--- src/rtl/alu_pipe_param.sv ---
// alu_pipe_param
// Two-stage pipelined ALU with a valid/ready handshake on both sides and
// full backpressure. S1 captures {a, b, op}. S2 holds the computed
// {c, flags, err} until the consumer takes it. An internal accumulator
// serves the ACC/CLR opcodes.
//
// Ports:
//   clk        rising-edge clock
//   reset      asynchronous active-low reset
//   in_valid   operand beat valid          in_ready   beat accepted this cycle
//   a, b, op   operands / shift amount / opcode
//   out_valid  result valid                out_ready  consumer takes result
//   c          result                      flags      {neg, zero, carry, ovf}
//   err        illegal opcode on this result
//
// Build option: define ALU_SAT_EN to saturate ADD/SUB/ACC to the signed
// range on overflow. The default build wraps modulo 2^WIDTH.
module alu_pipe_param #(
    parameter int WIDTH = 8,
    parameter int OPW   = 4
) (
    input  logic             clk,
    input  logic             reset,
    input  logic             in_valid,
    output logic             in_ready,
    input  logic [WIDTH-1:0] a,
    input  logic [WIDTH-1:0] b,
    input  logic [OPW-1:0]   op,
    output logic             out_valid,
    input  logic             out_ready,
    output logic [WIDTH-1:0] c,
    output logic [3:0]       flags,
    output logic             err
);
    localparam int SH = $clog2(WIDTH);

    localparam logic [OPW-1:0] OP_ADD  = OPW'(0);
    localparam logic [OPW-1:0] OP_SUB  = OPW'(1);
    localparam logic [OPW-1:0] OP_AND  = OPW'(2);
    localparam logic [OPW-1:0] OP_OR   = OPW'(3);
    localparam logic [OPW-1:0] OP_XOR  = OPW'(4);
    localparam logic [OPW-1:0] OP_NOR  = OPW'(5);
    localparam logic [OPW-1:0] OP_SLT  = OPW'(6);
    localparam logic [OPW-1:0] OP_SLL  = OPW'(7);
    localparam logic [OPW-1:0] OP_SRL  = OPW'(8);
    localparam logic [OPW-1:0] OP_SRA  = OPW'(9);
    localparam logic [OPW-1:0] OP_SLTU = OPW'(10);
    localparam logic [OPW-1:0] OP_ACC  = OPW'(11);
    localparam logic [OPW-1:0] OP_CLR  = OPW'(12);

    localparam logic [WIDTH-1:0] SAT_HI = {1'b0, {(WIDTH-1){1'b1}}};
    localparam logic [WIDTH-1:0] SAT_LO = {1'b1, {(WIDTH-1){1'b0}}};

    logic             s1_valid_q, s1_valid_d;
    logic [WIDTH-1:0] a1_q, a1_d, b1_q, b1_d;
    logic [OPW-1:0]   op1_q, op1_d;
    logic             s2_valid_q, s2_valid_d;
    logic [WIDTH-1:0] c_q, c_d;
    logic [3:0]       flags_q, flags_d;
    logic             err_q, err_d;
    logic [WIDTH-1:0] acc_q, acc_d;

    logic             s2_adv, s1_adv;
    logic [WIDTH-1:0] add_x, add_y, diff, res;
    logic [WIDTH:0]   sum_ext;
    logic             add_ovf, sub_ovf, carry, ovf, illegal;
    logic [SH-1:0]    shamt;

    assign s2_adv   = !s2_valid_q || out_ready;
    assign s1_adv   = s1_valid_q && s2_adv;
    assign in_ready = !s1_valid_q || s2_adv;

    // ACC shares the adder with ADD, using acc as the left operand. acc_q is
    // written on the same edge the ACC beat leaves S1, so the next beat
    // already sees the updated value and back-to-back ACCs chain.
    always_comb begin
        add_x   = (op1_q == OP_ACC) ? acc_q : a1_q;
        add_y   = (op1_q == OP_ACC) ? a1_q : b1_q;
        sum_ext = {1'b0, add_x} + {1'b0, add_y};
        add_ovf = (add_x[WIDTH-1] == add_y[WIDTH-1]) &&
                  (sum_ext[WIDTH-1] != add_x[WIDTH-1]);
        diff    = a1_q - b1_q;
        sub_ovf = (a1_q[WIDTH-1] != b1_q[WIDTH-1]) &&
                  (diff[WIDTH-1] != a1_q[WIDTH-1]);
        shamt   = b1_q[SH-1:0];
        res     = '0;
        carry   = 1'b0;
        ovf     = 1'b0;
        illegal = 1'b0;
        case (op1_q)
            OP_ADD, OP_ACC: begin
                res   = sum_ext[WIDTH-1:0];
                carry = sum_ext[WIDTH];
                ovf   = add_ovf;
`ifdef ALU_SAT_EN
                if (add_ovf) res = add_x[WIDTH-1] ? SAT_LO : SAT_HI;
`endif
            end
            OP_SUB: begin
                res   = diff;
                carry = (a1_q < b1_q);
                ovf   = sub_ovf;
`ifdef ALU_SAT_EN
                if (sub_ovf) res = a1_q[WIDTH-1] ? SAT_LO : SAT_HI;
`endif
            end
            OP_AND:  res = a1_q & b1_q;
            OP_OR:   res = a1_q | b1_q;
            OP_XOR:  res = a1_q ^ b1_q;
            OP_NOR:  res = ~(a1_q | b1_q);
            OP_SLT:  res = {{(WIDTH-1){1'b0}}, ($signed(a1_q) < $signed(b1_q))};
            OP_SLL:  res = a1_q << shamt;
            OP_SRL:  res = a1_q >> shamt;
            OP_SRA:  res = $signed(a1_q) >>> shamt;
            OP_SLTU: res = {{(WIDTH-1){1'b0}}, (a1_q < b1_q)};
            OP_CLR:  res = '0;
            default: illegal = 1'b1;
        endcase
    end

    always_comb begin
        s1_valid_d = s1_valid_q;
        a1_d       = a1_q;
        b1_d       = b1_q;
        op1_d      = op1_q;
        s2_valid_d = s2_valid_q;
        c_d        = c_q;
        flags_d    = flags_q;
        err_d      = err_q;
        acc_d      = acc_q;

        if (in_ready) begin
            s1_valid_d = in_valid;
            if (in_valid) begin
                a1_d  = a;
                b1_d  = b;
                op1_d = op;
            end
        end

        if (s2_adv) s2_valid_d = s1_valid_q;

        if (s1_adv) begin
            c_d     = res;
            err_d   = illegal;
            flags_d = illegal ? 4'b0000
                              : {res[WIDTH-1], (res == '0), carry, ovf};
            if (op1_q == OP_ACC) acc_d = res;
            if (op1_q == OP_CLR) acc_d = '0;
        end
    end

    always_ff @(posedge clk or negedge reset) begin
        if (!reset) begin
            s1_valid_q <= 1'b0;
            a1_q       <= '0;
            b1_q       <= '0;
            op1_q      <= '0;
            s2_valid_q <= 1'b0;
            c_q        <= '0;
            flags_q    <= '0;
            err_q      <= 1'b0;
            acc_q      <= '0;
        end else begin
            s1_valid_q <= s1_valid_d;
            a1_q       <= a1_d;
            b1_q       <= b1_d;
            op1_q      <= op1_d;
            s2_valid_q <= s2_valid_d;
            c_q        <= c_d;
            flags_q    <= flags_d;
            err_q      <= err_d;
            acc_q      <= acc_d;
        end
    end

    assign out_valid = s2_valid_q;
    assign c         = c_q;
    assign flags     = flags_q;
    assign err       = err_q;
endmodule

--- config.mk ---
export PLATFORM = sky130hd
export DESIGN_NAME = alu_pipe_param
export DESIGN_NICKNAME = d
export VERILOG_FILES = /design/src/rtl/alu_pipe_param.sv
export SDC_FILE = /design/constraint.sdc
export NUM_CORES = 1
export LEC_CHECK = 0
export CORE_ASPECT_RATIO = 0.6
export CORE_MARGIN = 5
export CORE_UTILIZATION = 59
export DETAILED_ROUTE_END_ITERATION = 16
export PLACE_DENSITY = 0.82
export SETUP_SLACK_MARGIN = 0.2
export SLEW_MARGIN = 20
export SYNTH_ARGS = -nofsm -noshare
export SYNTH_HDL_FRONTEND = slang
export SYNTH_SLANG_ARGS = --single-unit
--- constraint.sdc ---
create_clock -name clk -period 8.6 [get_ports clk]
set_clock_uncertainty 0.1 [all_clocks]
set_input_delay 0.86 -clock clk [delete_from_list [all_inputs] [get_ports clk]]
set_output_delay 0.86 -clock clk [all_outputs]
set_load 0.02 [all_outputs]
==> Word level (Yosys, flattened, before mapping) <==
Index checks and enable logic that the tools add are counted.
{ "totals": {"latchBits": 0, "in_bits": 24, "mem_bits_ro": 0, "mem_count": 0, "regBits": 43, "ramBits": 0, "elab_cells": 59} }
{ "op_classes": {"bitwise_logic": 4, "n_lt_le_gt_ge": 2, "shifts": 3, "eq_ne": 16, "div": 0, "n_mul": 0, "n_reduce_logical": 14, "n_addsub": 2, "n_mux": 9} }
{ "ops": {"columns": ["cell", "count"], "rows": [
  ["$pmux W8 S11", 1],
  ["$mux W8", 4],
  ["$eq A4 B4 Y1 const B", 5],
  ["$eq A4 B3 Y1 const B", 4],
  ["$lt A8 B8 Y1", 2],
  ["$reduce_or A13 Y1", 1],
  ["$add A8 B8 Y9", 1],
  ["$and A8 B8 Y8", 1],
  ["$eq A4 B2 Y1 const B", 2],
  ["$logic_not A8 Y1", 1],
  ["$not A8 Y8", 1],
  ["$or A8 B8 Y8", 1],
  ["$shl A8 B3 Y8", 1],
  ["$shr A8 B3 Y8", 1],
  ["$sshr A8 B3 Y8", 1],
  ["$sub A8 B8 Y8", 1],
  ["$xor A8 B8 Y8", 1],
  ["$eq A4 B1 Y1 const B", 1],
  ["$logic_not A4 Y1", 1],
  ["$mux W4", 1],
  ["$pmux W1 S2", 2],
  ["$reduce_and A2 Y1", 2],
  ["$logic_and A1 B1 Y1", 3],
  ["$ne A1 B1 Y1", 3],
  ["6 further kinds", 8]
]} }

==> Longest topological paths before layout <==
Gate-level depths: netlist of run 1.
{ "depth": {"word_depth": 7, "mapped_depth": 17, "depth_no_buf": 13} }

==> Worst setup path after synthesis of run 1 <==
Ideal clock, no wire load.
{ "synth_path": {"kind": "reg-to-reg", "start": "reg op1_q[3]", "end": "reg c_q[7], in the netlist c[7]", "required_time_ps": 8381, "period_less_slack_ps": 3622, "stages_incl_launch_ff": 15, "setup_ps": 119, "arrival_ps": 3404, "path_slack_ps": 4978, "path_buffers": 4, "cell_sequence": "dfrtp_1 > buf_2 > and4b_1 > buf_2 > clkbuf_1 > clkbuf_1 > o21ai_0 > ha_1 > a21o_1 > a21oi_1 > or4b_2 > and3_1 > nor3_1 > o211ai_1 > o21a_1"} }
{ "synth_between": {"elab_chain_len": 4, "word_cells_on_any_way": 17} }
{ "synth_lines": {"columns": ["element", "line", "rtl"], "rows": [
  ["from (decl)", "56", "logic [OPW-1:0] op1_q, op1_d;"],
  ["from (signal assigned)", "168", "op1_q <= op1_d;"],
  ["$eq A4 B4 Y1", "77, 78, 90", null],
  ["$mux W8, on equally long branches", "77, 78", null],
  ["$add A8 B8 Y9", "79", "sum_ext = {1'b0, add_x} + {1'b0, add_y};"],
  ["$pmux W8 S11 (*)", "90", "case (op1_q)"],
  ["to (signal assigned)", "160", "c_q <= '0;"],
  ["to (signal assigned)", "170", "c_q <= c_d;"],
  ["to (decl)", "58", "logic [WIDTH-1:0] c_q, c_d;"]
]} }
Every way passes the cells marked *; elsewhere a longest branch is shown, timed or not.
A chain may end at the register's enable or synchronous reset.

==> Final worst setup path of run 1 <==
Ends and elaborated chain as after synthesis.

==> results of run 1 <==
==> metrics by stage <==
stage	area [um2]	power (mW)
2_1_floorplan	3950	0.658
3_5_place_dp	4330	0.807
4_1_cts	4410	0.941
3_3_place_gp	4330	0.798
6_report	4420	0.948
5_1_grt	4420	1.01
==> synth_stat cells, types with 5 or more instances <==
cell type	number
nand2_1	56
o21ai_0	47
dfrtp_1	43
ha_1	33
inv_1	26
mux2_2	23
nor2_1	20
a21oi_1	18
clkbuf_1	14
nor2b_1	12
buf_2	11
nor3_1	9
a21o_1	7
nand2b_1	7
nand3_1	7
mux2i_1	6
o211ai_1	6
xnor2_1	6
o21a_1	5
==> cells by family (layout without fill, tap and decap cells) <==
group / after synthesis / after routing / synth area share, %
XOR/XNOR: 10 / 10 / 2.22
AO/OA/AOI/OAI: 128 / 128 / 21.7
flip-flops: 43 / 43 / 27.2
AND/OR/NAND/NOR: 145 / 145 / 19.1
adder cells (fa/ha/maj): 35 / 35 / 11.5
multiplexers: 37 / 37 / 12.1
buffers and inverters: 56 / 77 / 6.14
==> worst max path at each step <==
stage / end / startpoint / slack (ns)
6_report: c[7] / op1_q[3] / 4.36
2_1_floorplan: c[7] / op1_q[3] / 4.98
3_3_place_gp: c[7] / op1_q[2] / 4.60
3_5_place_dp: c[7] / op1_q[3] / 4.49
4_1_cts: c[7] / op1_q[3] / 4.46
5_1_grt: c[7] / op1_q[3] / 4.15
==> where the power goes <==
| part | leakage, nW | internal, mW | total, mW | switching [mW] |
|---|---|---|---|---|
| combinational | 1.32 | 0.227 | 0.511 | 0.284 |
| sequential | 0.525 | 0.251 | 0.306 | 0.0550 |
| clock | 0.0440 | 0.0557 | 0.131 | 0.0753 |
==> final cells by class <==
| class | count | area (um2) |
|---|---|---|
| clock buffers | 5 | 68.8 |
| clock inverters | 2 | 13.8 |
| fillers | 540 | 2170 |
| inverters | 27 | 101 |
| multi-input cells | 355 | 2630 |
| flip-flops and latches | 43 | 1080 |
| well taps | 87 | 109 |
| repair buffers | 43 | 415 |
==> state kept, by name (all words and copies together) (netlist names) <==
register    count
a1_q            8
acc_q           8
b1_q            8
c               8
err             1
flags           4
op1_q           4
out_valid       1
s1_valid_q      1
==> worst max-delay path, delay by kind of cell (launching register included) <==
family | cells | cell delay, ns
flip-flops | 1 | 0.33
AO/OA/AOI/OAI | 5 | 0.90
AND/OR/NAND/NOR | 4 | 2.10
buffers and inverters | 1 | 0.29
adder cells (fa/ha/maj) | 1 | 0.40
==> layer usage <==
| layer | wire length, um | GRT usage (%) | vias up |
|---|---|---|---|
| met4 | 172 | 6.05 | 0 |
| li1 | - | - | 1673 |
| met3 | 1110 | 6.58 | 21 |
| met1 | 5080 | 40.6 | 1664 |
| met2 | 4140 | 35.1 | 215 |
| met5 | 0 | 0 | - |
==> metrics, run 1 <==
GP Congestion=1.02; Ports=39; fin cells=562; final core occ=about two thirds; CTS tree=done; Syn Nets=513; Synth Flop Type=dfrtp_1; # Max-Cap Violations=0; hold endpoint=c[2]; largest cells by area after synthesis=dfrtp_1 27%, ha_1 10%, mux2_2 6.6%, o21ai_0 6.0%, nand2_1 5.3%; root buf cell=clkbuf_8; Worst-Margin Slew=1.00 ns; Slew Limit Fails=0; CP Data Required Time=8.70 ns; Worst setup SP type=register; beginning of the worst register-to-register path=op1_q[3]; Remaining DRCs=0; asr flop ratio synth=100%; Avg Cell Area, Syn=8.70 um2; endpoints failing hold=0; library cells used by synthesis=72; Syn-to-layout area delta=11.8%; Crit. End Element=register; grt ovf=0; Clk Latency, worst-skew pair=0.30 ns; hold_buf cts=0; pwr/cell area=around 210 nW/um2; vias in the first global route=3284; vias per cell=~6.4; final worst path period need=around 4.2 ns; largest net degree at the start of global routing=44; post-CTS setup buffers=0; most frequent cells in the layout=56 x nand2_1, 47 x o21ai_0, 43 x dfrtp_1; PostCTS Resize Cnt=0; Setup-failing EPs final=0; commonest non-fill, non-tap cell in the layout=nand2_1; clk sinks=43; Core ar.=6590 um2; final period utilization=about half; I/O Buffers=38; worst setup margin=4.36 ns; global-route usage over all layers=between 20% and 30%; layout cell share with drive strength beyond 1=12.8%; reg-to-reg endpoint=c[7]; Via Count=3573; TritonRoute pass-1 iters=7; Num CTS Buffers=5; n_diodes=0; total wire length=10500 um; hold_sp=c[2]; #FFs+latches synth=43; largest area contributor in the netlist=dfrtp_1; VDD IR max=0.000107 V; EDFF count, synth=0; Worst EP arrival=4.34 ns; Critical Path Fanout Max=32; post-synthesis instance total=454; Worst Hold Slack=between 0.3 and 0.4 ns; Die Area=8480 um2; critical-path cell list=buf_4 > and4b_1 > o21ai_0 > ha_1 > a21o_1 > a21oi_1 > or4b_2 > and3_1 > nor3_1 > o211ai_1 > o21a_1; Die Wd=116 um; r2r setup slk=roughly 4.4 ns; Avg WL per Cell=18.7 um; Lkg Pwr=1.89 nW; Worst Hold Class=register to register; status=finished clean; hpwl dp=about 8000 um; Hold Path Cell Cnt=2; fin nets=534; die height=between 70 and 80 um; Setup TNS Final=0 ns; crit path max-delay cell type=and4b_1; post-place setup slack=4.49 ns; synthesized area=roughly 4000 um2; Max Freq=~0.24 GHz; Inst Count DP=about 560; max-slew headroom at the worst pin=between 30% and 40%; FF-to-FF path depth=11; Synth top area share=a little over a quarter; Cell Rows=23; Ys Warns=0; initial antenna violation count=0; Initial Utilization=59.9%; Iter 0 DRT Violations=about 400; Setup Crit Path Kind=register to register; final antenna-violating net count=0; CP max stage delay=0.92 ns; RSZ-0062 raised after global routing=false; Seq/Total Area, Yosys=27.2%; first-pass GRT wire length=17100 um; maximum clock path buffer count=2; Max H-tree Level=2; CTS clock-pin slew for the worst setup and hold paths=0.09 ns
No activity file was read; power rests on OpenSTA's default activity.
==> run 2, diff against run 1 <==
--- a/config.mk
+++ b/config.mk
@@ -7,9 +7,9 @@
 export LEC_CHECK = 0
 export CORE_ASPECT_RATIO = 0.6
 export CORE_MARGIN = 5
-export CORE_UTILIZATION = 59
+export CORE_UTILIZATION = 53
 export DETAILED_ROUTE_END_ITERATION = 16
-export PLACE_DENSITY = 0.82
+export PLACE_DENSITY = 0.78
 export SETUP_SLACK_MARGIN = 0.2
 export SLEW_MARGIN = 20
 export SYNTH_ARGS = -nofsm -noshare
==> constraint.sdc (replaced) <==
create_clock -name clk -period 3.6 [get_ports clk]
set_clock_uncertainty 0.1 [all_clocks]
set_input_delay 0.36 -clock clk [delete_from_list [all_inputs] [get_ports clk]]
set_output_delay 0.36 -clock clk [all_outputs]
set_load 0.02 [all_outputs]
==> metrics, run 2 (synthesized netlist as in run 1, its figures left out) <==
status=complete, but fails checks (was finished clean); failing checks=negative hold slack; Lkg Pwr=2.02 nW (was 1.89 nW); root buf cell=clkbuf_16 (was clkbuf_8); Num CTS Buffers=5 (unchanged); final antenna-violating net count=0 (unchanged); WP buf/inv=2 (was 1); Crit. End Element=register (unchanged); Worst Hold Slack=-0.0441 ns (was 0.383 ns); fin nets=556 (was 534); crit path max-delay cell type=nor3_1 (was and4b_1); Critical Path Fanout Max=3 (was 32); grt ovf=0 (unchanged); final worst path period need=3.21 ns (was 4.24 ns); Ports=39 (unchanged); CP Data Required Time=3.68 ns (was 8.70 ns); CTS clock-pin slew for the worst setup and hold paths=0.07 ns (was 0.09 ns); Clk Latency, worst-skew pair=0.29 ns (was 0.30 ns); cell mode on critical path=inv_1; Worst EP arrival=3.29 ns (was 4.34 ns); post-place setup slack=0.102 ns (was 4.49 ns); endpoints failing hold=43 (was 0); Worst Hold Class=input pin to async pin (was register to register); hpwl dp=8740 um (was 7990 um); fin cells=601 (was 562); Remaining DRCs=0 (unchanged); Inst Count DP=590 (was 555); hold_buf cts=0 (unchanged); final period utilization=89.1% (was 49.3%); RSZ-0062 raised after global routing=false (unchanged); Max Freq=0.312 GHz (was 0.236 GHz); GP Congestion=0.986 (was 1.02); vias per cell=6.17 (was 6.36); Setup TNS Final=0 ns (unchanged); # Max-Cap Violations=0 (unchanged); Die Wd=121 um (was 116 um); fin area=4700 um2 (was 4420 um2); Core ar.=7270 um2 (was 6590 um2); total wire length=11500 um (was 10500 um); Worst setup SP type=register (unchanged); most frequent cells in the layout=56 x nand2_1, 47 x o21ai_0, 43 x dfrtp_1 (unchanged); Slew Limit Fails=0 (unchanged); first-pass GRT wire length=18700 um (was 17100 um); die height=76.9 um (was 73.4 um); Setup-failing EPs final=0 (unchanged); global-route usage over all layers=25.0% (was 25.9%); Setup Crit Path Kind=register to register (unchanged); Initial Utilization=54.4% (was 59.9%); Via Count=3710 (was 3573); maximum clock path buffer count=2 (unchanged); Max H-tree Level=2 (unchanged); vias in the first global route=3528 (was 3284); TritonRoute pass-1 iters=7 (unchanged); Iter 0 DRT Violations=430 (was 391); delay-heaviest family, CP=simple AND/OR/NAND/NOR gates (unchanged); pwr/cell area=531 nW/um2 (was 215 nW/um2); max-slew headroom at the worst pin=42.1% (was 33.1%); CTS tree=done (unchanged); clk sinks=43 (unchanged); Worst-Margin Slew=0.867 ns (was 1.00 ns); CP max stage delay=0.49 ns (was 0.92 ns); layout cell share with drive strength beyond 1=17.9% (was 12.8%); Avg WL per Cell=19.2 um (was 18.7 um); n_diodes=0 (unchanged); initial antenna violation count=0 (unchanged); VDD IR max=0.000248 V (was 0.000107 V); I/O Buffers=38 (unchanged); worst setup margin=0.393 ns (was 4.36 ns); largest net degree at the start of global routing=44 (unchanged); commonest non-fill, non-tap cell in the layout=nand2_1 (unchanged); Die Area=9340 um2 (was 8480 um2); Cell Rows=24 (was 23); placed cell area=4490 um2 (was 4330 um2); Syn-to-layout area delta=18.9% (was 11.8%); critical-path cell list=inv_1 > ha_1 > inv_1 > fa_1 > nor3b_2 > nor3_1 > o31ai_2 > a211oi_1 > or4_4 > nor4_1 > a41o_1 (was buf_4 > and4b_1 > o21ai_0 > ha_1 > a21o_1 > a21oi_1 > or4b_2 > and3_1 > nor3_1 > o211ai_1 > o21a_1)
==> run 2: cell type report <==
cell class	instances	area [um2]
multi-input combinational	356	2680
sequential	43	1080
timing repair buffer	64	573
clock buffer	5	125
tap	104	130
inverter	27	101
fill	620	2570
clock inverter	2	13.8
==> run 2: per-layer routing <==
layer	track usage [%]	vias to the layer above	share of wire [%]
met2	35.8	191	42
met3	8.24	12	13
met4	3.91	0	0.76
met1	37.0	1784	44
met5	0	-	0
li1	-	1723	-
==> run 2: power breakdown <==
| group | internal [mW] | total [mW] | leakage, nW | switching [mW] |
|---|---|---|---|---|
| sequential | 0.601 | 0.689 | 0.525 | 0.0876 |
| clock | 0.253 | 0.449 | 0.0696 | 0.196 |
| combinational | 0.598 | 1.35 | 1.43 | 0.757 |
| total | 1.45 | 2.49 | 2.02 | 1.04 |
==> run 2: worst paths after layout <==
check	cells after the start	slack, ns	end	from
setup / recovery	11	0.39	flags[2]	a1_q[0]
max in group asynchronous	1	3.06	acc_q[1]	reset
hold / removal	1	-0.04	a1_q[6]	reset
hold reg to reg	2	0.38	flags[0]	flags[0]
min in group clk	2	0.38	flags[0]	flags[0]
setup reg to reg	11	0.39	flags[2]	a1_q[0]
==> run 2: per-stage QoR <==
| step | total power [mW] | util (%) |
|---|---|---|
| 2_1_floorplan | 1.58 | - |
| 3_3_place_gp | 1.96 | 61.8 |
| 3_5_place_dp | 1.99 | 61.8 |
| 4_1_cts | 2.45 | 63.7 |
| 5_1_grt | 2.66 | 64.6 |
| 6_report | 2.49 | 64.6 |
==> run 2: repair_timing <==
item,4_1_cts,5_1_grt
pin swaps,0,2
cloned,0,1
buffers inserted,0,3
resized for setup,1,8
endpoints found under the setup margin,3,6
